### config.mk
export PLATFORM = sky130hd
export DESIGN_NAME = modulus_sched_flat
export DESIGN_NICKNAME = d
export VERILOG_FILES = /design/src/rtl/modulus_sched_if.sv /design/src/rtl/modulus_sched.sv /design/src/flat_wrapper.sv
export SDC_FILE = /design/constraint.sdc
export NUM_CORES = 1
export LEC_CHECK = 0
export CAP_MARGIN = 20
export CORE_AREA = 2 2 70 72
export DETAILED_ROUTE_END_ITERATION = 12
export DIE_AREA = 0 0 72 74
export GPL_TIMING_DRIVEN = 1
export PLACE_DENSITY = 0.63
export SYNTH_ARGS = -nofsm -noshare
export SYNTH_HDL_FRONTEND = slang
export SYNTH_SLANG_ARGS = --single-unit
export TNS_END_PERCENT = 10
### constraint.sdc
create_clock -name clk -period 1.9 [get_ports clk]
set_input_delay 0.285 -clock clk [delete_from_list [all_inputs] [get_ports clk]]
set_output_delay 0.285 -clock clk [all_outputs]
set_load 0.005 [all_outputs]
### src/rtl/modulus_sched_if.sv
// Request/response bundle for the shared modulus/divide sequencer.
// master = requesters plus result consumer, slave = the sequencer.
interface modulus_sched_if #(parameter int W = 4);
    logic         req0_valid;
    logic         req0_ready;
    logic [W-1:0] req0_a;
    logic [W-1:0] req0_b;
    logic         req1_valid;
    logic         req1_ready;
    logic [W-1:0] req1_a;
    logic [W-1:0] req1_b;
    logic         rsp_valid;
    logic         rsp_ready;
    logic         rsp_id;
    logic [W-1:0] rsp_q;
    logic [W-1:0] rsp_r;
    logic         rsp_dbz;

    modport master (
        output req0_valid, req0_a, req0_b, req1_valid, req1_a, req1_b, rsp_ready,
        input  req0_ready, req1_ready, rsp_valid, rsp_id, rsp_q, rsp_r, rsp_dbz
    );

    modport slave (
        input  req0_valid, req0_a, req0_b, req1_valid, req1_a, req1_b, rsp_ready,
        output req0_ready, req1_ready, rsp_valid, rsp_id, rsp_q, rsp_r, rsp_dbz
    );
endinterface

### src/rtl/modulus_sched.sv
// Round-robin two-requester scheduler around one iterative restoring divider.
// Latency: W+1 cycles from accept to rsp_valid (1 cycle when the divisor is zero).
// Backpressure: result held in DONE until rsp_ready; no request is accepted until back in IDLE.
module modulus_sched #(
    parameter int W = 4
) (
    input  logic            clk,
    input  logic            rst,
    modulus_sched_if.slave  bus
);
    localparam int CW = $clog2(W + 1);
    localparam logic [CW-1:0] LAST_STEP = CW'(W - 1);

    typedef enum logic [1:0] {IDLE, CALC, DONE} state_t;

    state_t        state, state_nx;
    logic          last;
    logic          grant;
    logic          acc;
    logic          done_step;
    logic          id_r;
    logic [CW-1:0] cnt;
    logic [W-1:0]  quo, rem, b_r;
    logic [W-1:0]  a_sel, b_sel;
    logic [W-1:0]  quo_nx, rem_nx;
    logic [W:0]    s, diff;
    logic          ge;

    // Both pending: serve whoever was not served last; otherwise the only one pending.
    assign grant = (bus.req0_valid & bus.req1_valid) ? ~last : bus.req1_valid;

    assign bus.req0_ready = (state == IDLE) & bus.req0_valid & ~grant;
    assign bus.req1_ready = (state == IDLE) & bus.req1_valid &  grant;
    assign acc            = bus.req0_ready | bus.req1_ready;
    assign a_sel          = grant ? bus.req1_a : bus.req0_a;
    assign b_sel          = grant ? bus.req1_b : bus.req0_b;
    assign bus.rsp_valid  = (state == DONE);

    // Partial remainder stays below the divisor, so W bits hold it between steps.
    assign s         = {rem, quo[W-1]};
    assign ge        = (s >= {1'b0, b_r});
    assign diff      = s - {1'b0, b_r};
    assign rem_nx    = ge ? diff[W-1:0] : s[W-1:0];
    assign quo_nx    = {quo[W-2:0], ge};
    assign done_step = (cnt == LAST_STEP);

    always_ff @(posedge clk or posedge rst) begin
        if (rst) state <= IDLE;
        else     state <= state_nx;
    end

    always_comb begin
        state_nx = state;
        case (state)
            IDLE:    if (acc) state_nx = (b_sel == '0) ? DONE : CALC;
            CALC:    if (done_step) state_nx = DONE;
            DONE:    if (bus.rsp_ready) state_nx = IDLE;
            default: state_nx = IDLE;
        endcase
    end

    always_ff @(posedge clk or posedge rst) begin
        if (rst) begin
            last        <= 1'b1;
            id_r        <= 1'b0;
            cnt         <= '0;
            quo         <= '0;
            rem         <= '0;
            b_r         <= '0;
            bus.rsp_id  <= 1'b0;
            bus.rsp_q   <= '0;
            bus.rsp_r   <= '0;
            bus.rsp_dbz <= 1'b0;
        end else if (acc) begin
            b_r  <= b_sel;
            id_r <= grant;
            last <= grant;
            if (b_sel == '0) begin
                bus.rsp_q   <= '1;
                bus.rsp_r   <= a_sel;
                bus.rsp_dbz <= 1'b1;
                bus.rsp_id  <= grant;
            end else begin
                rem <= '0;
                quo <= a_sel;
                cnt <= '0;
            end
        end else if (state == CALC) begin
            rem <= rem_nx;
            quo <= quo_nx;
            cnt <= cnt + 1'b1;
            if (done_step) begin
                bus.rsp_q   <= quo_nx;
                bus.rsp_r   <= rem_nx;
                bus.rsp_dbz <= 1'b0;
                bus.rsp_id  <= id_r;
            end
        end
    end
endmodule

### src/flat_wrapper.sv
// flat-port wrapper written by rule: the top's interface ports become plain ports
module modulus_sched_flat 
#(
    parameter int W = 4
)
  (clk, rst, bus_req0_valid, bus_req0_a, bus_req0_b, bus_req1_valid, bus_req1_a, bus_req1_b, bus_rsp_ready, bus_req0_ready, bus_req1_ready, bus_rsp_valid, bus_rsp_id, bus_rsp_q, bus_rsp_r, bus_rsp_dbz);
  modulus_sched_if #(.W(W)) bus_i ();
  input  logic clk;
  input  logic rst;
  input wire logic [$bits(bus_i.req0_valid)-1:0] bus_req0_valid;
  input wire logic [$bits(bus_i.req0_a)-1:0] bus_req0_a;
  input wire logic [$bits(bus_i.req0_b)-1:0] bus_req0_b;
  input wire logic [$bits(bus_i.req1_valid)-1:0] bus_req1_valid;
  input wire logic [$bits(bus_i.req1_a)-1:0] bus_req1_a;
  input wire logic [$bits(bus_i.req1_b)-1:0] bus_req1_b;
  input wire logic [$bits(bus_i.rsp_ready)-1:0] bus_rsp_ready;
  output wire logic [$bits(bus_i.req0_ready)-1:0] bus_req0_ready;
  output wire logic [$bits(bus_i.req1_ready)-1:0] bus_req1_ready;
  output wire logic [$bits(bus_i.rsp_valid)-1:0] bus_rsp_valid;
  output wire logic [$bits(bus_i.rsp_id)-1:0] bus_rsp_id;
  output wire logic [$bits(bus_i.rsp_q)-1:0] bus_rsp_q;
  output wire logic [$bits(bus_i.rsp_r)-1:0] bus_rsp_r;
  output wire logic [$bits(bus_i.rsp_dbz)-1:0] bus_rsp_dbz;
  assign bus_i.req0_valid = bus_req0_valid;
  assign bus_i.req0_a = bus_req0_a;
  assign bus_i.req0_b = bus_req0_b;
  assign bus_i.req1_valid = bus_req1_valid;
  assign bus_i.req1_a = bus_req1_a;
  assign bus_i.req1_b = bus_req1_b;
  assign bus_i.rsp_ready = bus_rsp_ready;
  assign bus_req0_ready = bus_i.req0_ready;
  assign bus_req1_ready = bus_i.req1_ready;
  assign bus_rsp_valid = bus_i.rsp_valid;
  assign bus_rsp_id = bus_i.rsp_id;
  assign bus_rsp_q = bus_i.rsp_q;
  assign bus_rsp_r = bus_i.rsp_r;
  assign bus_rsp_dbz = bus_i.rsp_dbz;
  modulus_sched #(.W(W)) u_core (.clk(clk), .rst(rst), .bus(bus_i));
endmodule
==> results.py, run 1 <==
metrics = {
    "run_status": {
        "status": "finished clean",
    },
    "timing": {
        "finalHoldViolCount": 0,
        "tightest_slew_ps": 372,
        "rsz0062_at_grt": "yes",
        "finClkSkew_ps": 5.45,
        "min_period_ps": 1820,
        "worst_slack_ps": 77.8,
        "drv_slew": 0,
        "relSlewSlack": 0.752,
        "period_share": 0.959,
        "max_freq_mhz": 549,
        "setup_viol": 0,
    },
    "routing": {
        "drt_iter0_markers": 67,
        "wl_met3_um": 268,
        "first_pass_iters": 4,
        "ant_nets": 0,
        "wl_met2_um": 1840,
        "routed.top_layer": "met4",
        "routedWlPerCell_um": 14.2,
        "routedLengthMet1_um": 1900,
        "routed_wl_um": 4100,
        "post_drt_via_cell_ratio": 5.03,
        "drc": 0,
        "vias": 1454,
    },
    "grt": {
        "antenna_found_initial": 0,
        "grt_usage": 0.169,
        "grt_max_degree": 30,
        "grt_pass1_vias": 1416,
        "grt_first_pass_wirelength_um": 6720,
        "grt.overflow.total": 0,
    },
    "place": {
        "io_buffers": 33,
        "place.gp.congestion": 0.747,
        "post-dp-hpwl_um": 3040,
        "post_dp_cell_area_um2": 2280,
        "dp_slack_ps": -314,
    },
    "job": {
        "drv_cap": 0,
    },
    "setup_path": {
        "r2r_start": "u_core.quo[3]",
        "cp-end-kind": "flop",
        "reg2reg_depth": 7,
        "startpoint_type": "flop",
        "startpoint": "u_core.quo[3]",
        "reg2reg_slack_ps": 80,
        "crit_end": "u_core.bus.rsp_r[3]",
        "crit_fanout": 2,
        "crit_type": "reg -> reg",
        "required_ps": 2110,
        "timing.rr.end": "u_core.bus.rsp_r[3]",
        "arrival_ps": 2040,
    },
    "layout": {
        "fin_area_um2": 2440,
        "fin_nets": 262,
        "drive_gt1_frac": 0.298,
        "syn_to_final_growth_pct": 49.0,
        "diodes": 0,
    },
    "clock_network": {
        "clk_pin_slew_ps": 60,
        "cts_root_buf": "clkbuf_8",
        "hold_buffers": 0,
        "cts_buffer_depth": 2,
        "cts_made_buffers": 5,
        "cts_tree": "done",
        "worstSkewPairLatency_ps": 280,
        "clock-sinks": 29,
        "cts_htree_levels": 2,
    },
    "floorplan": {
        "coreArea_um2": 4600,
        "start_util": 0.356,
        "dieWidth_um": 72,
        "io_pins": 34,
        "row_count": 25,
        "die_y_um": 74,
        "die-area_um2": 5330,
    },
    "yosys": {
        "synth-edff-count": 0,
        "synth_top_flop_cell": "dfrtp_1",
        "synth_nets": 187,
        "synth_common_cells": "dfrtp_1 (28), nand2_1 (16), o21ai_0 (14), nor2_1 (12), inv_1 (10)",
        "ys_ff_latch": 29,
        "synth.area.top_cells": "dfrtp_1 (43%), ha_1 (4.6%), mux2i_1 (4.3%), o21ai_0 (4.3%), nand2_1 (3.7%)",
        "synth.cell_area_um2": 1640,
        "syn-instance-count": 159,
        "seq_area_frac_synth": 0.444,
        "synth_top_area_share": 0.428,
        "avgSynthCellArea_um2": 10.3,
        "yosysTopAreaCell": "dfrtp_1",
        "synth.distinct_cells": 45,
        "synth-async-reset-ratio": 1.00,
        "ys_warn_count": 0,
        "yosysMostFrequentCell": "dfrtp_1",
    },
    "pwr": {
        "power_switching_mw": 1.66,
        "total_power_mw": 4.34,
        "p_sw_frac": 0.383,
        "p_per_area_nw_per_um2": 1780,
        "max-vdd-ir-drop_uv": 711,
        "pwr-share-seq": 0.266,
        "internal_power_mw": 2.68,
        "pwr-share-clk": 0.110,
        "p_leak_nw": 1.14,
        "power_frac_comb": 0.624,
    },
    "min_path": {
        "hp-class": "in -> async",
    },
}
## what timing repair did
action / 4_1_cts / 5_1_grt
gates resized for setup: 2 / 16
setup buffers: 0 / 3
endpoints found under the setup margin: 6 / 18
pin swaps: 1 / 4
hold endpoints to repair: 0 / 0
## power by group through the flow
stage | clock network (mW) | registers [mW] | logic, mW
6_report | 0.479 | 1.15 | 2.71
2_1_floorplan | 0 | 1.12 | 1.49
4_1_cts | 0.498 | 1.14 | 2.57
5_1_grt | 0.534 | 1.20 | 3.00
3_3_place_gp | 0 | 1.15 | 2.53
3_5_place_dp | 0 | 1.15 | 2.56
## cells by family (layout without fill, tap and decap cells)
logic type | Yosys count | count (layout) | synth area share
buffers and inverters | 13 | 89 | 0.0367
flip-flops | 29 | 29 | 0.444
XOR/XNOR | 1 | 1 | 0.00535
AO/OA/AOI/OAI | 50 | 50 | 0.211
adder cells (fa/ha/maj) | 7 | 7 | 0.0581
AND/OR/NAND/NOR | 46 | 46 | 0.154
multiplexers | 13 | 13 | 0.0909
## worst max-delay path, cell delays in order, from the launching register on
cell and delay, ps:
dfrtp_1 400, inv_2 90, ha_4 200, nor2b_2 150
o211ai_1 140, or3b_2 480, a31oi_1 150, o22a_1 150
## per-layer routing
metal	vias to the layer above	track usage
li1	725	-
met5	-	0
met4	0	0.0629
met2	42	0.256
met1	677	0.232
met3	10	0.0474
## per-stage QoR
step           setup TNS (ps)  cells  utilization  hold slack [ps]
6_report                    0    289        0.531              373
3_5_place_dp            -5630    278        0.495              470
2_1_floorplan               0    159            -              362
5_1_grt                 -58.6    289        0.531              407
4_1_cts                 -58.7    286        0.512              387
3_3_place_gp            -4790    278        0.495              467
## worst min-delay path by stage
| stage | startpoint | end | slack [ps] | cells past startpoint |
|---|---|---|---|---|
| after floorplan | rst | u_core.b_r[0] | 360 | 1 |
| after global placement | u_core.b_r[3] | u_core.b_r[3] | 470 | 2 |
| after detailed placement | u_core.bus.rsp_dbz | u_core.bus.rsp_dbz | 470 | 1 |
| after CTS | rst | u_core.bus.rsp_q[2] | 390 | 3 |
| after global routing | rst | u_core.bus.rsp_id | 410 | 3 |
| final | rst | u_core.bus.rsp_id | 370 | 3 |
## cell usage in the layout (no fill, tap or decap), types with 7 or more instances in the layout
master           Yosys  layout
buf_4                1      37
clkdlybuf4s50_1      0      29
dfrtp_1             28      28
inv_1               10       9
mux2i_1              7       7
nand2_1             16      16
nor2_1              12      12
o21ai_0             14      14
## sequential cells by signal, summed over array words and instances (netlist names)
name,cells
u_core.b_r,4
u_core.bus.rsp_dbz,1
u_core.bus.rsp_id,1
u_core.bus.rsp_q,4
u_core.bus.rsp_r,4
u_core.cnt,3
u_core.id_r,1
u_core.last,1
u_core.quo,4
u_core.rem,4
u_core.state,2
## final cells by class
cell class | instances | area, µm²
repair buffers | 71 | 623
well taps | 54 | 67.6
flip-flops and latches | 29 | 727
fillers | 434 | 2160
multi-input cells | 117 | 902
clock buffers | 6 | 72.6
inverters | 10 | 37.5
clock inverters | 2 | 10.0
Note: power is estimated with default switching activity, not from simulation.
==> run 2, diff against run 1 <==
Settings changed: GPL_ROUTABILITY_DRIVEN from default to 0.
==> results of run 2 <==
No change in the layout: final DEF, timing and power equal those of run 1.
==> run 3, diff against run 2 <==
--- a/config.mk
+++ b/config.mk
@@ -14,2 +14,4 @@
 export PLACE_DENSITY = 0.63
+export SETUP_SLACK_MARGIN = 0.2
+export SLEW_MARGIN = 20
 export SYNTH_ARGS = -nofsm -noshare
--- a/constraint.sdc
+++ b/constraint.sdc
@@ -3,2 +3,2 @@
 set_output_delay 0.285 -clock clk [all_outputs]
-set_load 0.005 [all_outputs]
+set_load 0.1 [all_outputs]
==> run 3 against run 2 <==
  * Final area up 2.8%
  * Highest routed layer unchanged
  * Routed wire length down 2.7%
  * Global-route usage down 0.93 points
  * Flip-flop and latch count unchanged
  * Critical path type unchanged
  * Clock skew up 1.8 ps
  * Worst setup slack better by 38 ps
  * Non-clock buffer count down 6
  * Clock-buffer cell count up 1
  * Sequential share of layout area down 0.75 points
  * Worst hold slack better by 4.5 ps
  * Utilization up 1.5 points
  * Fmax up 2.2%
==> results.py, run 3 (synthesis results as in run 1) <==
metrics = {
    "run_status": {
        "status": "finished clean",
    },
    "clock_network": {
        "hold_buffers": 0,
        "cts_htree_levels": 2,
        "clock-sinks": 29,
        "clk_pin_slew_ps": 60,
        "cts_root_buf": "clkbuf_8",
        "cts_buffer_depth": 2,
        "cts_made_buffers": 5,
        "worstSkewPairLatency_ps": 280,
        "cts_tree": "done",
    },
    "setup_path": {
        "crit_fanout": 5,
        "reg2reg_slack_ps": 120,
        "arrival_ps": 1950,
        "startpoint_type": "flop",
        "timing.rr.end": "u_core.rem[0]",
        "r2r_start": "u_core.last",
        "crit_slowest_cell": "dfstp_2",
        "reg2reg_depth": 5,
        "worstPathCellList": "a21boi_4, mux2_4, o21a_4, nor2_8, mux2_1",
        "crit_type": "reg -> reg",
        "required_ps": 2060,
        "cp-end-kind": "flop",
        "critPathMaxStageDelay_ps": 560,
    },
    "grt": {
        "met2_usage": 0.237,
        "antenna_found_initial": 0,
        "met1_usage": 0.230,
        "grt.busiest_layer": "met2",
        "grt_max_degree": 30,
        "grt_pass1_vias": 1403,
        "grt_usage": 0.159,
        "grt_use_met3": 0.0366,
        "grt_first_pass_wirelength_um": 6510,
        "grt.overflow.total": 0,
    },
    "timing": {
        "relSlewSlack": 0.751,
        "period_share": 0.939,
        "setup_viol": 0,
        "tightest_slew_ps": 374,
        "finalHoldViolCount": 0,
        "max_freq_mhz": 561,
        "worst_slack_ps": 116,
        "rsz0062_at_grt": "yes",
        "drv_slew": 0,
        "min_period_ps": 1780,
        "finClkSkew_ps": 7.26,
    },
    "place": {
        "post-dp-hpwl_um": 2950,
        "io_buffers": 33,
        "placed_cells": 269,
        "dp_slack_ps": -353,
    },
    "layout": {
        "diodes": 0,
        "drive_gt1_frac": 0.389,
        "seqCellArea_um2": 728,
        "multi_input_area_um2": 981,
        "fin_nets": 256,
        "nFillCells": 387,
        "layout_commonest_cell": "buf_4",
        "syn_to_final_growth_pct": 53.1,
        "layout_common_cells": "buf_4 (41), dfrtp_1 (27), clkdlybuf4s50_1 (18), nand2_1 (15), o21ai_0 (13)",
        "instances_no_fill": 283,
    },
    "routing": {
        "drc": 0,
        "routedWlPerCell_um": 14.1,
        "first_pass_iters": 4,
        "ant_nets": 0,
        "post_drt_via_cell_ratio": 5.03,
        "vias": 1424,
        "routed_wl_um": 3990,
        "drt_iter0_markers": 72,
    },
    "floorplan": {
        "io_pins": 34,
        "coreArea_um2": 4600,
        "start_util": 0.356,
        "die_y_um": 74,
        "die-area_um2": 5330,
        "dieWidth_um": 72,
        "row_count": 25,
    },
    "min_path": {
        "hp-class": "in -> async",
    },
    "job": {
        "drv_cap": 0,
    },
}
[run 3: cell types whose count changed in the layout (fill, tap and decap cells not counted), sizes merged]
cell / delta
bufinv: +1
clkdlybuf4s15: -1
dlymetal6s2s: -2
clkinv: -2
clkdlybuf4s50: -11
clkbuf: +1
buf: +7
dlygate4sd2: +1
[run 3: worst max path at each step]
stage / start / end / slack [ps] / cells past startpoint
floorplan: u_core.last / bus_req0_ready / 80 / 3
finish: u_core.last / u_core.rem[0] / 120 / 5
global route: u_core.rem[1] / u_core.rem[0] / 60 / 6
CTS: u_core.quo[3] / u_core.bus.rsp_r[3] / 130 / 7
global placement: bus_req1_valid / u_core.rem[0] / -310 / 6
detailed placement: bus_req1_valid / u_core.quo[1] / -350 / 8
[run 3: final cells by class]
cell class | instances | area share
clock buffer | 7 | 0.0344
clock inverter | 1 | 0.0120
inverter | 10 | 0.0150
multi-input combinational | 117 | 0.391
sequential | 29 | 0.290
tap | 54 | 0.0269
timing repair buffer | 65 | 0.230
[run 3: through the flow]
step	instance area, µm²	hold WS [ps]	utilization	setup TNS (ps)
after global routing	2510	429	0.545	0
final	2510	377	0.545	0
after global placement	2220	463	0.482	-5080
after CTS	2460	392	0.536	0
after detailed placement	2220	472	0.482	-5850
after floorplan	1640	362	-	0
[run 3: metal layers]
layer / up-vias / routed length (µm) / share of wire
met5: - / 0 / 0
met4: 0 / 34 / 0.0085
met3: 4 / 224 / 0.056
met2: 32 / 1760 / 0.44
met1: 675 / 1970 / 0.49
li1: 713 / - / -
[run 3: repair_timing]
action,4_1_cts,5_1_grt
endpoints found under the setup margin,25,21
pin swaps,8,8
resized for setup,20,9
buffers inserted,4,2
[run 3: worst max-delay path: cells and delay by family (launching register included)]
family	cells	cell delay (ps)
AO/OA/AOI/OAI	2	330
flip-flops	1	560
multiplexers	2	660
AND/OR/NAND/NOR	1	120
Power of run 3 is left out: the tool's default activity adds up to more than one toggle a clock period on the data nets, which glitch-free logic cannot reach.
